==> src/rtl/chain_pkg.sv <==
// Shared types and helpers for the chain serial receiver.
package chain_pkg;
  localparam int DATA_W = 8;

  typedef enum logic [2:0] {
    ST_IDLE,
    ST_START,
    ST_DATA,
    ST_PAR,
    ST_STOP
  } rx_state_e;

  // Even parity: the parity bit equals the XOR of the data bits.
  function automatic logic even_par(input logic [DATA_W-1:0] d);
    return ^d;
  endfunction
endpackage

==> src/rtl/chain_fifo2.sv <==
// Two-entry output buffer; head entry is a register so dout is glitch-free.
module chain_fifo2 #(
  parameter int W = 8
) (
  input  logic         clk,
  input  logic         rst,
  input  logic         push,
  input  logic [W-1:0] wdata,
  output logic [W-1:0] dout,
  output logic         dout_vld,
  input  logic         dout_rdy,
  output logic         drop
);
  logic [W-1:0] ent1;
  logic         vld1;
  logic         pop;

  assign pop  = dout_vld && dout_rdy;
  assign drop = push && vld1 && !pop;

  always_ff @(posedge clk) begin
    if (rst) begin
      dout     <= '0;
      dout_vld <= 1'b0;
      ent1     <= '0;
      vld1     <= 1'b0;
    end else if (pop) begin
      // Head leaves; second entry moves up, new byte fills behind it.
      if (vld1) begin
        dout <= ent1;
        if (push) ent1 <= wdata;
        else      vld1 <= 1'b0;
      end else if (push) begin
        dout <= wdata;
      end else begin
        dout_vld <= 1'b0;
      end
    end else if (push) begin
      if (!dout_vld) begin
        dout     <= wdata;
        dout_vld <= 1'b1;
      end else if (!vld1) begin
        ent1 <= wdata;
        vld1 <= 1'b1;
      end
    end
  end
endmodule

==> src/rtl/chain_rx.sv <==
// Serial frame receiver: start, 8 data bits LSB first, optional even parity, stop.
module chain_rx
  import chain_pkg::*;
#(
  parameter int DIV       = 4,
  parameter int PARITY_EN = 1
) (
  input  logic              clk,
  input  logic              rst,
  input  logic              din,
  output logic [DATA_W-1:0] dout,
  output logic              dout_vld,
  input  logic              dout_rdy,
  output logic              err_parity,
  output logic              err_frame,
  output logic              ovf
);
  localparam logic [7:0] HALF = 8'(DIV/2 - 1);
  localparam logic [7:0] FULL = 8'(DIV - 1);

  logic              s1, s2, line_d;
  rx_state_e         state, state_n;
  logic [7:0]        cnt, cnt_n;
  logic [2:0]        idx, idx_n;
  logic [DATA_W-1:0] sh, sh_n;
  logic              par_bad, par_bad_n;
  logic              par_err_n, frm_err_n, push, drop;

  always_ff @(posedge clk) begin
    if (rst) begin
      {s1, s2, line_d} <= 3'b111;
      state      <= ST_IDLE;
      cnt        <= '0;
      idx        <= '0;
      sh         <= '0;
      par_bad    <= 1'b0;
      err_parity <= 1'b0;
      err_frame  <= 1'b0;
      ovf        <= 1'b0;
    end else begin
      s1         <= din;
      s2         <= s1;
      line_d     <= s2;
      state      <= state_n;
      cnt        <= cnt_n;
      idx        <= idx_n;
      sh         <= sh_n;
      par_bad    <= par_bad_n;
      err_parity <= par_err_n;
      err_frame  <= frm_err_n;
      if (drop) ovf <= 1'b1;
    end
  end

  always_comb begin
    state_n   = state;
    cnt_n     = cnt;
    idx_n     = idx;
    sh_n      = sh;
    par_bad_n = par_bad;
    par_err_n = 1'b0;
    frm_err_n = 1'b0;
    push      = 1'b0;
    case (state)
      ST_IDLE: if (line_d && !s2) begin
        cnt_n   = HALF;
        state_n = ST_START;
      end
      ST_START: if (cnt == 8'd0) begin
        // A line back high at mid-start is treated as noise.
        if (!s2) begin
          state_n   = ST_DATA;
          cnt_n     = FULL;
          idx_n     = '0;
          par_bad_n = 1'b0;
        end else begin
          state_n = ST_IDLE;
        end
      end else cnt_n = cnt - 8'd1;
      ST_DATA: if (cnt == 8'd0) begin
        sh_n  = {s2, sh[DATA_W-1:1]};
        cnt_n = FULL;
        idx_n = idx + 3'd1;
        if (idx == 3'd7) state_n = (PARITY_EN != 0) ? ST_PAR : ST_STOP;
      end else cnt_n = cnt - 8'd1;
      ST_PAR: if (cnt == 8'd0) begin
        par_bad_n = (s2 != even_par(sh));
        par_err_n = par_bad_n;
        cnt_n     = FULL;
        state_n   = ST_STOP;
      end else cnt_n = cnt - 8'd1;
      ST_STOP: if (cnt == 8'd0) begin
        frm_err_n = !s2;
        push      = s2 && !par_bad;
        state_n   = ST_IDLE;
      end else cnt_n = cnt - 8'd1;
      default: state_n = ST_IDLE;
    endcase
  end

  chain_fifo2 #(.W(DATA_W)) u_fifo (
    .clk     (clk),
    .rst     (rst),
    .push    (push),
    .wdata   (sh),
    .dout    (dout),
    .dout_vld(dout_vld),
    .dout_rdy(dout_rdy),
    .drop    (drop)
  );
endmodule

==> config.mk <==
export PLATFORM = sky130hd
export DESIGN_NAME = chain_rx
export DESIGN_NICKNAME = d
export VERILOG_FILES = /design/src/rtl/chain_pkg.sv /design/src/rtl/chain_fifo2.sv /design/src/rtl/chain_rx.sv
export SDC_FILE = /design/constraint.sdc
export NUM_CORES = 1
export LEC_CHECK = 0
export ABC_CLOCK_PERIOD_IN_PS = 3000
export CAP_MARGIN = 20
export CORE_ASPECT_RATIO = 0.8
export CORE_MARGIN = 2
export CORE_UTILIZATION = 52
export DETAILED_ROUTE_END_ITERATION = 16
export GPL_TIMING_DRIVEN = 1
export HOLD_SLACK_MARGIN = 0.15
export PLACE_DENSITY = 0.83
export SLEW_MARGIN = 20
export SYNTH_ARGS = -nofsm -noshare
export SYNTH_HDL_FRONTEND = slang
export SYNTH_HIERARCHICAL = 1
export SYNTH_SLANG_ARGS = --single-unit
export TNS_END_PERCENT = 10
==> constraint.sdc <==
create_clock -name clk -period 3 [get_ports clk]
set_input_delay 0.9 -clock clk [delete_from_list [all_inputs] [get_ports clk]]
set_output_delay 0.9 -clock clk [all_outputs]
set_load 0.005 [all_outputs]
Word level (Yosys, flattened, before mapping)
Cells that the tools add are included. Widths: inputs -> output; s select.

Bits in registers: 47. Logic and storage cells: 113.

Mux-type cells: 43. Equality and inequality tests: 21. Reductions and logical operators: 29. Bitwise operators: 3. Add/subtract/negate cells: 2.

Operator list (number): $mux 8 (15); $pmux 8 s4 (1); $mux 3 (9); $ne 2x2->1 const B (12); $pmux 3 s5 (1); $mux 1 (14); $reduce_and 4->1 (3); $reduce_bool 2->1 (5); $logic_not 8->1 (1); $reduce_xor 8->1 (1); $sub 8x1->8 const B (1); $eq 3x2->1 const B (2); $eq 3x3->1 const B (2); $pmux 3 s2 (1); $reduce_and 3->1 (2); $reduce_and 6->1 (1); $reduce_or 3->1 (2); $logic_and 1x1->1 (5); $reduce_and 5->1 (1); $ne 2x1->1 const B (2); $reduce_and 2->1 (2); $reduce_bool 4->1 (1); $add 3x1->3 const B (1); $eq 3x1->1 const B (1); other kinds (8) (12).

Longest topological paths before layout
Depth in word-level cells: 7. Mapped depth: 10. Gate-level depth less buffers: 9.

Hierarchy
The synthesis kept the hierarchy.

By module, submodules not included: chain_rx (times used 1, cells each 156, area each 1413.9 um^2, seq. area each 580.6 um^2); chain_fifo2 (times used 1, cells each 88, area each 823.3 um^2, seq. area each 360.3 um^2).

Worst setup path before layout
OpenSTA, ideal clock, no wires.

Path kind: register to register. From: reg cnt[0]. To: reg u_fifo.ent1[0]. Path buffers: 1. Setup slack: 0.171 ns. Required time: 2.928 ns. Setup time: 0.072 ns. Cell stages (with the launch flop): 10. Arrival: 2.757 ns. Cell sequence: dfxtp_1 -> inv_1 -> ha_1 -> or3b_2 -> or2_1 -> buf_6 -> nor4_1 -> nand2_1 -> nor3_4 -> mux2i_1.

Word-level cells in the longest chain between the ends: 5. Elaborated cells between the ends (all ways): 6.

Ends and longest elaborated chain: from (decl) (RTL line chain_rx.sv:23) `logic [7:0] cnt, cnt_n;`; from (signal assigned) (RTL line chain_rx.sv:45) `cnt <= cnt_n;`; $logic_not 8->1 * (RTL line chain_rx.sv:92) `ST_STOP: if (cnt == 8'd0) begin`; $mux 1 * (RTL line chain_rx.sv:92); $mux 1 * (RTL line chain_rx.sv:64) `case (state)`; via push (RTL line chain_rx.sv:27) `logic par_err_n, frm_err_n, push, drop;`; $ne 2x1->1 (no source line) / $reduce_bool 2->1 (equally long branches); $reduce_and 5->1 (no source line) *; to (signal assigned) (RTL line chain_fifo2.sv:31) `if (push) ent1 <= wdata;`; to (signal assigned) (RTL line chain_fifo2.sv:43) `ent1 <= wdata;`; to (decl) (RTL line chain_fifo2.sv:14) `logic [W-1:0] ent1;`.

Mark *: on every way through the listed nets, which the timed path passes. The rest lies on a longest branch. A chain may end at the register's enable or synchronous reset.

Worst setup path in the final report
From: reg cnt[0]. To: reg u_fifo.ent1[4].

The elaborated chain is that of the path after synthesis.

==> summary.md <==
| Metric | Value |
|---|---|
| Die H | `62.7 µm` |
| Post-synth EDFFs | `0` |
| Worst r2r dst | `u_fifo/ent1[4]$_SDFFE_PP0P_` |
| Worst Path Required | `3.23 ns` |
| Vias | `1,743` |
| Clock sinks | `47` |
| Reg2reg start | `cnt[0]$_SDFFE_PP0P_` |
| Post-synthesis net count | `252` |
| Die width | `77.3 µm` |
| Worst-Margin Slew | `0.732 ns` |
| Combined area of the multi-input logic cells | `0.00116 mm²` |
| Fillers | `378` |
| Mapped cell area | `0.00224 mm²` |
| Net Switching | `634 µW` |
| CTS Buf Count | `5` |
| CP cell instances | `inv_1 -> ha_1 -> or3b_2 -> or2_1 -> nor4_1 -> nand2_1 -> nor3_4 -> mux2i_1` |
| Top Metal Used | `met4` |
| I/O pins | `16` |
| Hold EP | `s2$_SDFF_PP1_` |
| Routed vias/inst | `5.48` |
| Total global-route track usage | `19.9%` |
| Final #Nets | `268` |
| Num rows | `21` |
| Max Slew Vio Count | `0` |
| Clk root buf | `clkbuf_8` |
| Leak | `0.000872 µW` |
| Commonest non-fill, non-tap cells in the layout | `dfxtp_1 (47), nor2_1 (28), inv_1 (20)` |
| Worst reg2reg path depth | `8` |
| Layout Skew | `0.00857 ns` |
| Setup Fix Bufs, Post-CTS | `0` |
| Port bufs | `15` |
| Logic pwr share | `33.4%` |
| Worst Hold Depth | `1` |
| Setup TNS | `0 ns` |
| Core area | `0.00415 mm²` |
| HP Start | `s1$_SDFF_PP1_` |
| DR pass1 iterations | `4` |
| CP max FO | `8` |
| WL met1 | `2260 µm` |
| Met3 WL post-DR | `190 µm` |
| RSZ-0062 raised after global routing | `false` |
| Grt total ovfl | `0` |
| CP Data Arrival Time | `2.82 ns` |
| Hold Buf Count CTS | `0` |
| Total wire length | `4390 µm` |
| Final min period | `2.59 ns` |
| Overall Power | `1840 µW` |
| Ys flop type | `dfxtp_1` |
| Drt first-iter violations | `157` |
| Initial Util | `53.9%` |
| Max VDD drop | `0.000367 V` |
| Count of cell types in the netlist | `43` |
| Die Area | `0.00485 mm²` |
| Async set-reset flop share out of synthesis | `0%` |
| Share of layout cells above drive strength 1 | `12.3%` |
| # DRC | `0` |
| Clock group share of total power | `25.9%` |
| CP max stage delay | `0.49 ns` |
| Synthesized instance count | `244` |
| Path type of the worst setup path | `flop to flop` |
| First-pass GRT wire length | `7670 µm` |
| Register area | `941 µm²` |
| Antenna diode count | `0` |
| Rel. slew slack | `50.8%` |
| Sequential share of power | `40.7%` |
| Switch share | `34.6%` |
| Mean area per synthesized cell | `9.17 µm²` |
| Peak Freq | `0.386 GHz` |
| Outcome | `completed` |
| Pwr per Cell Area | `718 mW/mm²` |
| Max-cap violations | `0` |
| H-Tree Depth | `2` |
| Finish-stage setup viols | `0` |
| Number of synthesis warnings | `6` |
| Worst-Skew Late Latency | `0.30 ns` |
| Min-Delay Path Class | `flop to flop` |
| CTS tree | `done` |
| CTS clk-pin slew, worst paths | `0.09 ns` |
| Post-synthesis sequential area ratio | `42.1%` |
| DP HPWL | `3020 µm` |
| Clk buf depth | `2` |
| Largest net degree at the start of global routing | `49` |
| Internal Power | `1200 µW` |
| Drt wl/cell | `13.8 µm` |
| Vias in the first global route | `1,634` |
| Tcrit/Tclk final | `86.3%` |
| Post-route ant nets | `0` |
| Post-cts gate resize count | `0` |
| Most common cell after layout, fill and taps aside | `dfxtp_1` |
| Synthesis-to-finish area growth | `14.3%` |
| Initial antenna violation count | `0` |
| Reg2Reg Setup Slack | `0.41 ns` |
| Met2 wire length | `1900 µm` |
| Crit start category | `flop` |
| Final Hold Viols | `0` |
| GPL Wtd Cong | `0.910` |
| Synth Register Bits | `47` |
| CP max stage cell | `or3b_2` |
| Kind of end point of the critical path | `flop` |
[area by class of cell]
type                            count  share of cell area [%]
Inverter                           20                    2.94
Clock inverter                      2                    1.37
Timing Repair Buffer               20                    7.34
Multi-Input combinational cell    166                    45.5
Sequential cell                    47                    36.8
Clock buffer                        6                    3.23
Tap cell                           57                    2.79
[worst max-delay path, delay by kind of cell (launching register included)]
kind	cells	cell delay, ns
buffers and inverters	1	0.10
adders and majority gates	1	0.15
DFF	1	0.33
muxes	1	0.25
and+or+nand+nor	5	1.72
[cell usage after synthesis (2+ instances only)]
library cell  number  share of area, %
o221a_2            8               4.0
nor3_1             4              0.89
o21ai_1            2              0.45
nor2_1            28               4.7
or3_1              3              0.84
a311o_1            2              0.89
a211oi_1           6               2.0
or2b_1             3               1.0
buf_6              2               1.0
nand2b_1          15               4.2
buf_1              2              0.34
mux2i_1           19               8.5
ha_1               4               2.2
dfxtp_1           47                42
or2_2              4               1.1
clkbuf_1           6               1.0
xnor2_1           11               4.3
a21oi_1           17               3.8
a22oi_1            2              0.67
nand2_1            5              0.84
o21ai_0            5               1.1
a21o_1             3               1.0
nor2b_1            3              0.84
a2111oi_0          2              0.78
inv_1             20               3.4
nand3_1            4              0.89
[stage by stage]
step / std cells / utilization, % / hold slack, ns / cell area [µm²] / worst slack, ns
finish: 318 / 61.6 / 0.414 / 2560 / 0.411
global route: 318 / 61.6 / 0.444 / 2560 / 0.214
CTS: 318 / 61.6 / 0.418 / 2560 / 0.413
detailed placement: 310 / 58.7 / 0.398 / 2440 / 0.435
global placement: 310 / 58.7 / 0.393 / 2440 / 0.528
floorplan: 244 / - / 0.389 / 2240 / 0.171
[registers in the layout, indices dropped and copies added (netlist names)]
| signal | flops |
|---|---|
| cnt | 8 |
| sh | 8 |
| u_fifo/dout | 8 |
| u_fifo/ent1 | 8 |
| idx | 3 |
| state | 3 |
| err_frame | 1 |
| err_parity | 1 |
| line_d | 1 |
| ovf | 1 |
| par_bad | 1 |
| s1 | 1 |
| s2 | 1 |
| u_fifo/dout_vld | 1 |
| u_fifo/vld1 | 1 |
[cells by family after synthesis]
kind of cell	Yosys count	share of synthesized area (%)
mux	19	8.50
flops	47	42.1
simple gates	77	19.4
xor+xnor	12	4.70
fa+ha+maj	4	2.24
compound gates	54	17.2
buf+inv	31	5.93
[power groups by stage]
stage	Combinational, µW	Clock [µW]	Sequential (µW)
3_5_place_dp	599	0	759
5_1_grt	671	521	755
2_1_floorplan	531	0	726
4_1_cts	606	488	745
3_3_place_gp	579	0	754
6_report	613	475	747
[worst max path at each step]
| stage | startpoint | slack (ns) | cells after the start | to |
|---|---|---|---|---|
| after detailed placement | cnt[0]$_SDFFE_PP0P_ | 0.44 | 8 | u_fifo/ent1[7]$_SDFFE_PP0P_ |
| after CTS | cnt[0]$_SDFFE_PP0P_ | 0.41 | 8 | u_fifo/ent1[4]$_SDFFE_PP0P_ |
| after floorplan | cnt[0]$_SDFFE_PP0P_ | 0.17 | 9 | u_fifo/ent1[0]$_SDFFE_PP0P_ |
| after global routing | cnt[0]$_SDFFE_PP0P_ | 0.21 | 8 | u_fifo/ent1[6]$_SDFFE_PP0P_ |
| final | cnt[0]$_SDFFE_PP0P_ | 0.41 | 8 | u_fifo/ent1[4]$_SDFFE_PP0P_ |
| after global placement | cnt[0]$_SDFFE_PP0P_ | 0.53 | 8 | u_fifo/ent1[7]$_SDFFE_PP0P_ |
[per-layer routing]
metal,track usage [%],up-vias
met3,5.20,6
met2,28.5,36
li1,-,879
met1,28.7,822
met5,0,-
met4,7.37,0
(Power assumes the default switching activity.)
